`config.mk`:
```
export PLATFORM = sky130hd
export DESIGN_NAME = duck_sprite_indexer
export DESIGN_NICKNAME = d
export VERILOG_FILES = /design/src/rtl/duck_pkg.sv /design/src/rtl/duck_sprite_rom.sv /design/src/rtl/duck_sprite_indexer.sv
export SDC_FILE = /design/constraint.sdc
export NUM_CORES = 1
export LEC_CHECK = 0
export ABC_AREA = 1
export ABC_CLOCK_PERIOD_IN_PS = 6650
export BUFFER_PORTS_ARGS = -buffer_cell sky130_fd_sc_hd__buf_2
export CAP_MARGIN = 40
export CORE_MARGIN = 2
export CORE_UTILIZATION = 60
export DETAILED_ROUTE_END_ITERATION = 16
export PLACE_DENSITY_LB_ADDON = 0.1
export SLEW_MARGIN = 40
export SYNTH_ARGS = -nofsm -noshare
export SYNTH_HDL_FRONTEND = slang
export SYNTH_HIERARCHICAL = 1
export SYNTH_SLANG_ARGS = --single-unit
```
`constraint.sdc`:
```
create_clock -name Clk -period 6.65 [get_ports Clk]
set_input_delay 0.9975 -clock Clk [delete_from_list [all_inputs] [get_ports Clk]]
set_output_delay 0.9975 -clock Clk [all_outputs]
set_load 0.05 [all_outputs]
```
`src/rtl/duck_pkg.sv`:
```
// Shared duck sprite types and sheet geometry; no logic, no latency.
package duck_pkg;

    localparam int SPR_W      = 44;
    localparam int SPR_H      = 44;
    localparam int N_FLY      = 3;
    localparam int FRAME_HIT  = N_FLY;
    localparam int FRAME_FALL = N_FLY + 1;
    localparam int N_FRAMES   = N_FLY + 2;
    localparam int ROM_AW     = 14;
    localparam int ROM_DEPTH  = N_FRAMES * SPR_W * SPR_H;

    typedef enum logic [1:0] {
        ST_GONE = 2'd0,
        ST_FLY  = 2'd1,
        ST_HIT  = 2'd2,
        ST_FALL = 2'd3
    } duck_state_t;

    // Sheet contents: a fixed texel pattern over the linear sheet address.
    function automatic logic [3:0] sheet_texel(input logic [ROM_AW-1:0] a);
        return a[3:0] ^ a[7:4] ^ a[11:8] ^ {2'b00, a[13:12]};
    endfunction

endpackage

```
`src/rtl/duck_sprite_rom.sv`:
```
// Sprite-sheet ROM, 4-bit x 9680, synchronous read: 1-cycle latency, no backpressure.
module duck_sprite_rom
    import duck_pkg::*;
(
    input  logic              i_clk,
    input  logic              i_rst,
    input  logic [ROM_AW-1:0] i_addr,
    output logic [3:0]        o_q
);

    logic [3:0] r_q;

    always_ff @(posedge i_clk or posedge i_rst) begin
        if (i_rst) begin
            r_q <= 4'd0;
        end else begin
            r_q <= (i_addr < ROM_AW'(ROM_DEPTH)) ? sheet_texel(i_addr) : 4'd0;
        end
    end

    assign o_q = r_q;

endmodule

```
`src/rtl/duck_sprite_indexer.sv`:
```
// Duck FSM plus sprite pixel indexer: index/sprite_on 2 cycles after DrawX/DrawY, no backpressure.
// Optional DUCK_MIRROR_EN flips the sheet horizontally while flying left.
module duck_sprite_indexer
    import duck_pkg::*;
#(
    parameter int ANIM_DIV   = 8,
    parameter int HIT_FRAMES = 30,
    parameter int FALL_STEP  = 2,
    parameter int SCREEN_H   = 480
) (
    input  logic       Clk,
    input  logic       Reset,
    input  logic       frame_start,
    input  logic [9:0] DrawX,
    input  logic [9:0] DrawY,
    input  logic [9:0] DuckX,
    input  logic [9:0] DuckY,
    input  logic       spawn,
    input  logic       shot,
    input  logic       dir_left,
    output logic [3:0] index,
    output logic       sprite_on,
    output logic [1:0] duck_state,
    output logic       duck_done
);

    duck_state_t r_state, w_state_nx;
    logic [2:0]  r_anim_frame, w_anim_frame_nx;
    logic [7:0]  r_anim_cnt, w_anim_cnt_nx;
    logic [7:0]  r_hit_cnt, w_hit_cnt_nx;
    logic [9:0]  r_fall_off, w_fall_off_nx;
    logic        r_done, w_done_nx;

    logic [10:0] w_ytop;
    logic        w_fall_end;

    assign w_ytop     = {1'b0, DuckY} + {1'b0, r_fall_off};
    assign w_fall_end = (w_ytop >= 11'(SCREEN_H));

    always_ff @(posedge Clk or posedge Reset) begin
        if (Reset) begin
            r_state      <= ST_GONE;
            r_anim_frame <= 3'd0;
            r_anim_cnt   <= 8'd0;
            r_hit_cnt    <= 8'd0;
            r_fall_off   <= 10'd0;
            r_done       <= 1'b0;
        end else begin
            r_state      <= w_state_nx;
            r_anim_frame <= w_anim_frame_nx;
            r_anim_cnt   <= w_anim_cnt_nx;
            r_hit_cnt    <= w_hit_cnt_nx;
            r_fall_off   <= w_fall_off_nx;
            r_done       <= w_done_nx;
        end
    end

    always_comb begin
        w_state_nx      = r_state;
        w_anim_frame_nx = r_anim_frame;
        w_anim_cnt_nx   = r_anim_cnt;
        w_hit_cnt_nx    = r_hit_cnt;
        w_fall_off_nx   = r_fall_off;
        w_done_nx       = 1'b0;
        case (r_state)
            ST_GONE: begin
                if (spawn) begin
                    w_state_nx      = ST_FLY;
                    w_fall_off_nx   = 10'd0;
                    w_anim_frame_nx = 3'd0;
                    w_anim_cnt_nx   = 8'd0;
                end
            end
            ST_FLY: begin
                if (shot) begin
                    w_state_nx   = ST_HIT;
                    w_hit_cnt_nx = 8'd0;
                end else if (frame_start) begin
                    if (r_anim_cnt == 8'(ANIM_DIV - 1)) begin
                        w_anim_cnt_nx   = 8'd0;
                        w_anim_frame_nx = (r_anim_frame == 3'(N_FLY - 1)) ? 3'd0 : r_anim_frame + 3'd1;
                    end else begin
                        w_anim_cnt_nx = r_anim_cnt + 8'd1;
                    end
                end
            end
            ST_HIT: begin
                if (frame_start) begin
                    if (r_hit_cnt == 8'(HIT_FRAMES - 1)) begin
                        w_state_nx = ST_FALL;
                    end else begin
                        w_hit_cnt_nx = r_hit_cnt + 8'd1;
                    end
                end
            end
            ST_FALL: begin
                if (w_fall_end) begin
                    w_state_nx = ST_GONE;
                    w_done_nx  = 1'b1;
                end else if (frame_start) begin
                    w_fall_off_nx = r_fall_off + 10'(FALL_STEP);
                end
            end
            default: w_state_nx = ST_GONE;
        endcase
    end

    // Stage 0: sprite-relative coordinates, bounds check and sheet address.
    logic [10:0]       w_rx, w_ry;
    logic              w_inbox;
    logic [2:0]        w_frame;
    logic [5:0]        w_col;
    logic [ROM_AW-1:0] w_addr;

    assign w_rx    = {1'b0, DrawX} - {1'b0, DuckX};
    assign w_ry    = {1'b0, DrawY} - w_ytop;
    assign w_inbox = (r_state != ST_GONE)
                   && !w_rx[10] && (w_rx < 11'(SPR_W))
                   && !w_ry[10] && (w_ry < 11'(SPR_H));

    always_comb begin
        w_frame = 3'd0;
        case (r_state)
            ST_FLY:  w_frame = r_anim_frame;
            ST_HIT:  w_frame = 3'(FRAME_HIT);
            ST_FALL: w_frame = 3'(FRAME_FALL);
            default: w_frame = 3'd0;
        endcase
    end

`ifdef DUCK_MIRROR_EN
    assign w_col = (dir_left && (r_state == ST_FLY)) ? (6'(SPR_W - 1) - w_rx[5:0]) : w_rx[5:0];
`else
    logic w_unused_dir;
    assign w_unused_dir = dir_left;
    assign w_col        = w_rx[5:0];
`endif

    assign w_addr = w_inbox ? (ROM_AW'(w_frame) * ROM_AW'(SPR_W * SPR_H)
                               + ROM_AW'(w_ry[5:0]) * ROM_AW'(SPR_W)
                               + ROM_AW'(w_col))
                            : '0;

    // Stage 1: ROM read with the box flag riding alongside.
    logic [3:0] w_rom_q;
    logic       r_inbox_d;

    duck_sprite_rom u_rom (
        .i_clk  (Clk),
        .i_rst  (Reset),
        .i_addr (w_addr),
        .o_q    (w_rom_q)
    );

    always_ff @(posedge Clk or posedge Reset) begin
        if (Reset) begin
            r_inbox_d <= 1'b0;
        end else begin
            r_inbox_d <= w_inbox;
        end
    end

    // Stage 2: index 0 is the transparent key.
    logic [3:0] r_index;
    logic       r_sprite_on;

    always_ff @(posedge Clk or posedge Reset) begin
        if (Reset) begin
            r_index     <= 4'd0;
            r_sprite_on <= 1'b0;
        end else begin
            r_index     <= r_inbox_d ? w_rom_q : 4'd0;
            r_sprite_on <= r_inbox_d && (w_rom_q != 4'd0);
        end
    end

    assign index      = r_index;
    assign sprite_on  = r_sprite_on;
    assign duck_state = r_state;
    assign duck_done  = r_done;

endmodule

```
==> impl_metrics.py <==
metrics = {
    "clock_network": {
        "ctsHoldBuffers": 0,
        "tritoncts": "built",
        "clkSlewWorstSetupHoldPaths_ps": 70,
        "cts_resized": 0,
        "worst_skew_pair.late_latency_ps": 300,
        "worst_case_clock_buffer_depth": 2,
        "htree_num_levels": 2,
        "cts-root-buf": "sky130_fd_sc_hd__clkbuf_8",
        "post_cts.repair.setup_buffers": 0,
        "clock-sinks": 41,
        "cts-buffers-inserted": 5,
    },
    "synth": {
        "yosysWarnings": 6,
        "synth_cell_area_sq_um": 5190,
        "synth_ff_type": "sky130_fd_sc_hd__dfrtp_1",
        "synth_cell_type_count": 43,
        "ys_ff_latch": 41,
        "postSynthCellCount": 755,
        "postSynthNetCount": 885,
        "number_of_synthesized_flops_with_an_enable_pin": 0,
        "asyncSetResetFlopFracSynth": 1.00,
        "synth_seq_area_share": 0.198,
        "mean_cell_area_of_the_mapped_netlist_sq_um": 6.88,
    },
    "sta": {
        "worstMarginPinSlew_ps": 761,
        "setup_viol_count_final": 0,
        "maxSlewViolCount": 0,
        "finalWorstPathRequiredPeriod_ps": 6210,
        "timing.final.ws_setup_ps": 437,
        "finalCritPeriodShare": 0.934,
        "totalNegativeSetupSlack_ps": 0,
        "skew_ps": 11.9,
        "timing.max_slew.rel_slack": 0.493,
        "report.final.hold_viol_count": 0,
        "rsz0062_at_grt": "false",
        "timing.fmax_mhz": 161,
    },
    "floorplan": {
        "boundary_pins": 54,
        "floorplan.rows": 33,
        "start_util": 0.626,
        "die_area_sq_um": 9410,
        "die_h_um": 97.0,
        "fp.dieW_um": 97.0,
        "placeableCoreArea_sq_um": 8300,
    },
    "power_and_ir_drop": {
        "seqPwrFrac": 0.094,
        "p_int_mw": 1.53,
        "maximum_vdd_drop_v": 0.000738,
        "power.share.switching": 0.536,
        "power.density_nw_per_um2": 575,
        "p_leak_nw": 3.24,
        "report.power.total_mw": 3.29,
        "share_comb_of_total_power": 0.853,
        "clock_power_share": 0.053,
        "p_switching_mw": 1.77,
    },
    "layout": {
        "synthToLayoutAreaGrowth_pct": 10.4,
        "final.fill_count": 727,
        "num-nets-final": 947,
        "final_non_filler_cells": 923,
        "final_design_area_no_fill_sq_um": 5730,
        "drive_above_1_share": 0.150,
        "diodes": 0,
    },
    "worst_setup_path": {
        "regToRegSetupSlack_ps": 800,
        "slowest_stage_cell_crit_path": "sky130_fd_sc_hd__fa_1",
        "worstSetupEndpointType": "register",
        "cp_data_required_time_ps": 6840,
        "cp_max_fo": 4,
        "worstSetupStartpointType": "input port",
        "rr_startpoint": "r_fall_off[1]",
        "timing.reg2reg.worst_path_depth": 35,
        "setup.worst_path.class": "input port to register",
        "worst_ep_arrival_time_ps": 6400,
        "crit-reg2reg-capture": "u_rom/o_q[0]",
        "crit_path_max_incr_delay_ps": 460,
    },
    "hold_path": {
        "worstHoldEndpoint": "index[2]",
        "hold_path.startpoint": "u_rom/o_q[2]",
        "min_path_type": "register to register",
        "hold_path_depth": 2,
    },
    "run_status": {
        "outcome": "completed",
    },
    "detailed_routing": {
        "post-route-drc-count": 0,
        "vias": 4866,
        "iteration_count_of_the_initial_detailed_routing_pass": 4,
        "drtIter0Drc": 201,
        "route.detailed.wl_per_inst_um": 11.3,
        "postRouteAntennaNets": 0,
        "drt-vias-per-instance": 5.27,
        "totalWireLength_um": 10500,
    },
    "run": {
        "cap_viol_max_count": 0,
    },
    "global_routing": {
        "first_global_vias": 4733,
        "grt.total_usage": 0.235,
        "grt_max_degree": 38,
        "initial_antenna_violation_count": 0,
        "grt_most_used_layer": "met2",
        "global_route.overflow_total": 0,
        "grt_pass1_wl_um": 19300,
        "grt.met1_usage": 0.310,
        "grt_use_met3": 0.0267,
        "global_route.usage.met2": 0.415,
    },
    "placement": {
        "last_weighted_congestion_value_of_the_routability_driven_placer": 0.909,
        "dp.final_hpwl_um": 8770,
        "placed_cells": 915,
        "preCtsSetupSlack_ps": 69.3,
        "port_buffers": 52,
        "postPlaceCellArea_sq_um": 5600,
    },
}
-- synth_stat cells (2+ instances only) --
master / number / area, sq um
sky130_fd_sc_hd__o211ai_1: 3 / 22.5
sky130_fd_sc_hd__ha_1: 73 / 913
sky130_fd_sc_hd__buf_6: 2 / 22.5
sky130_fd_sc_hd__o21a_1: 2 / 15.0
sky130_fd_sc_hd__nor2_2: 15 / 93.8
sky130_fd_sc_hd__o22ai_1: 4 / 25.0
sky130_fd_sc_hd__or2_2: 4 / 25.0
sky130_fd_sc_hd__o21ai_2: 8 / 70.1
sky130_fd_sc_hd__nand2_2: 11 / 68.8
sky130_fd_sc_hd__nor3_1: 15 / 75.1
sky130_fd_sc_hd__xor2_1: 22 / 193
sky130_fd_sc_hd__o21ai_0: 21 / 105
sky130_fd_sc_hd__a21o_1: 5 / 37.5
sky130_fd_sc_hd__nor4_1: 2 / 12.5
sky130_fd_sc_hd__nand2_1: 184 / 691
sky130_fd_sc_hd__fa_1: 11 / 220
sky130_fd_sc_hd__a21oi_1: 44 / 220
sky130_fd_sc_hd__xnor2_1: 8 / 70.1
sky130_fd_sc_hd__a31oi_1: 2 / 12.5
sky130_fd_sc_hd__o21bai_1: 5 / 37.5
sky130_fd_sc_hd__inv_1: 138 / 518
sky130_fd_sc_hd__nor2_1: 50 / 188
sky130_fd_sc_hd__dfrtp_1: 41 / 1030
sky130_fd_sc_hd__nand3_2: 6 / 60.1
sky130_fd_sc_hd__nand4_1: 14 / 87.6
sky130_fd_sc_hd__nand3b_1: 2 / 15.0
sky130_fd_sc_hd__inv_2: 3 / 11.3
sky130_fd_sc_hd__nand3_1: 45 / 225
-- kinds of logic (layout without fill, tap and decap cells) --
group | after synthesis | count (layout) | synth area share
muxes | 1 | 1 | 0.00193
adders and majority gates | 84 | 84 | 0.218
buffers and inverters | 144 | 207 | 0.107
DFF | 41 | 41 | 0.198
xor gates and xnor gates | 30 | 30 | 0.0506
and+or+nand+nor | 352 | 352 | 0.305
AOI/OAI and AO/OA | 103 | 103 | 0.119
-- power by group through the flow --
stage	registers, mW	logic [mW]	clock network (mW)
4_1_cts	0.310	2.72	0.179
3_5_place_dp	0.316	2.69	0
6_report	0.311	2.81	0.173
3_3_place_gp	0.313	2.63	0
5_1_grt	0.315	3.23	0.186
2_1_floorplan	0.334	2.18	0
-- worst max-delay path: cells and delay by family --
| family | cells | cell delay, ps |
|---|---|---|
| compound gates | 7 | 1130 |
| xor+xnor | 2 | 380 |
| fa+ha+maj | 7 | 2370 |
| simple gates | 14 | 1090 |
| buf+inv | 6 | 430 |
-- flip-flops by register name, summed over array words and instances, names as in the netlist, 2 cells and up --
| signal | cells |
|---|---|
| duck_state | 2 |
| u_rom/o_q | 4 |
| r_anim_frame | 3 |
| index | 4 |
| r_anim_cnt | 8 |
| r_fall_off | 9 |
| r_hit_cnt | 8 |
-- cells in the final DEF (no fill, tap or decap), types with 8 or more instances in the layout --
cell type and instances:
sky130_fd_sc_hd__inv_1 138, sky130_fd_sc_hd__nor2_1 49, sky130_fd_sc_hd__nor3_1 15, sky130_fd_sc_hd__xnor2_1 8, sky130_fd_sc_hd__xor2_1 22, sky130_fd_sc_hd__dfrtp_1 41, sky130_fd_sc_hd__fa_1 11, sky130_fd_sc_hd__o21ai_0 21
sky130_fd_sc_hd__a21oi_1 41, sky130_fd_sc_hd__buf_2 52, sky130_fd_sc_hd__nand2_2 11, sky130_fd_sc_hd__nor2_2 16, sky130_fd_sc_hd__nand4_1 14, sky130_fd_sc_hd__nand3_1 44, sky130_fd_sc_hd__o21ai_2 8, sky130_fd_sc_hd__nand2_1 184
sky130_fd_sc_hd__ha_1 72
-- through the flow --
stage	hold WS, ps	utilization
5_1_grt	505	0.690
3_5_place_dp	456	0.675
3_3_place_gp	455	0.675
2_1_floorplan	436	-
6_report	475	0.690
4_1_cts	474	0.687
-- worst max-delay path by stage --
stage                        end     start  slack [ps]  cells past startpoint
finish              u_rom/o_q[0]  DuckY[1]         440                     36
global route        u_rom/o_q[0]  DuckY[3]           1                     33
CTS                 u_rom/o_q[0]  DuckY[3]         330                     33
detailed placement  u_rom/o_q[0]  DuckY[3]          70                     33
global placement    u_rom/o_q[1]  DuckY[1]         150                     35
floorplan           u_rom/o_q[0]  DuckY[1]         620                     34
-- cell type report --
| cell class | count | area, sq um | share of cell area |
|---|---|---|---|
| Inverter | 141 | 529 | 0.0924 |
| Multi-Input combinational cell | 570 | 3640 | 0.636 |
| Tap cell | 105 | 131 | 0.0229 |
| Clock buffer | 6 | 82.6 | 0.0144 |
| Sequential cell | 41 | 1030 | 0.179 |
| Timing Repair Buffer | 58 | 305 | 0.0533 |
| Clock inverter | 2 | 13.8 | 0.00240 |
-- metal layers --
metal,vias up,part of all wire
li1,2551,-
met5,-,0
met3,14,0.032
met2,99,0.48
met4,0,0.015
met1,2202,0.48
Power figures use the tool's default switching activity.
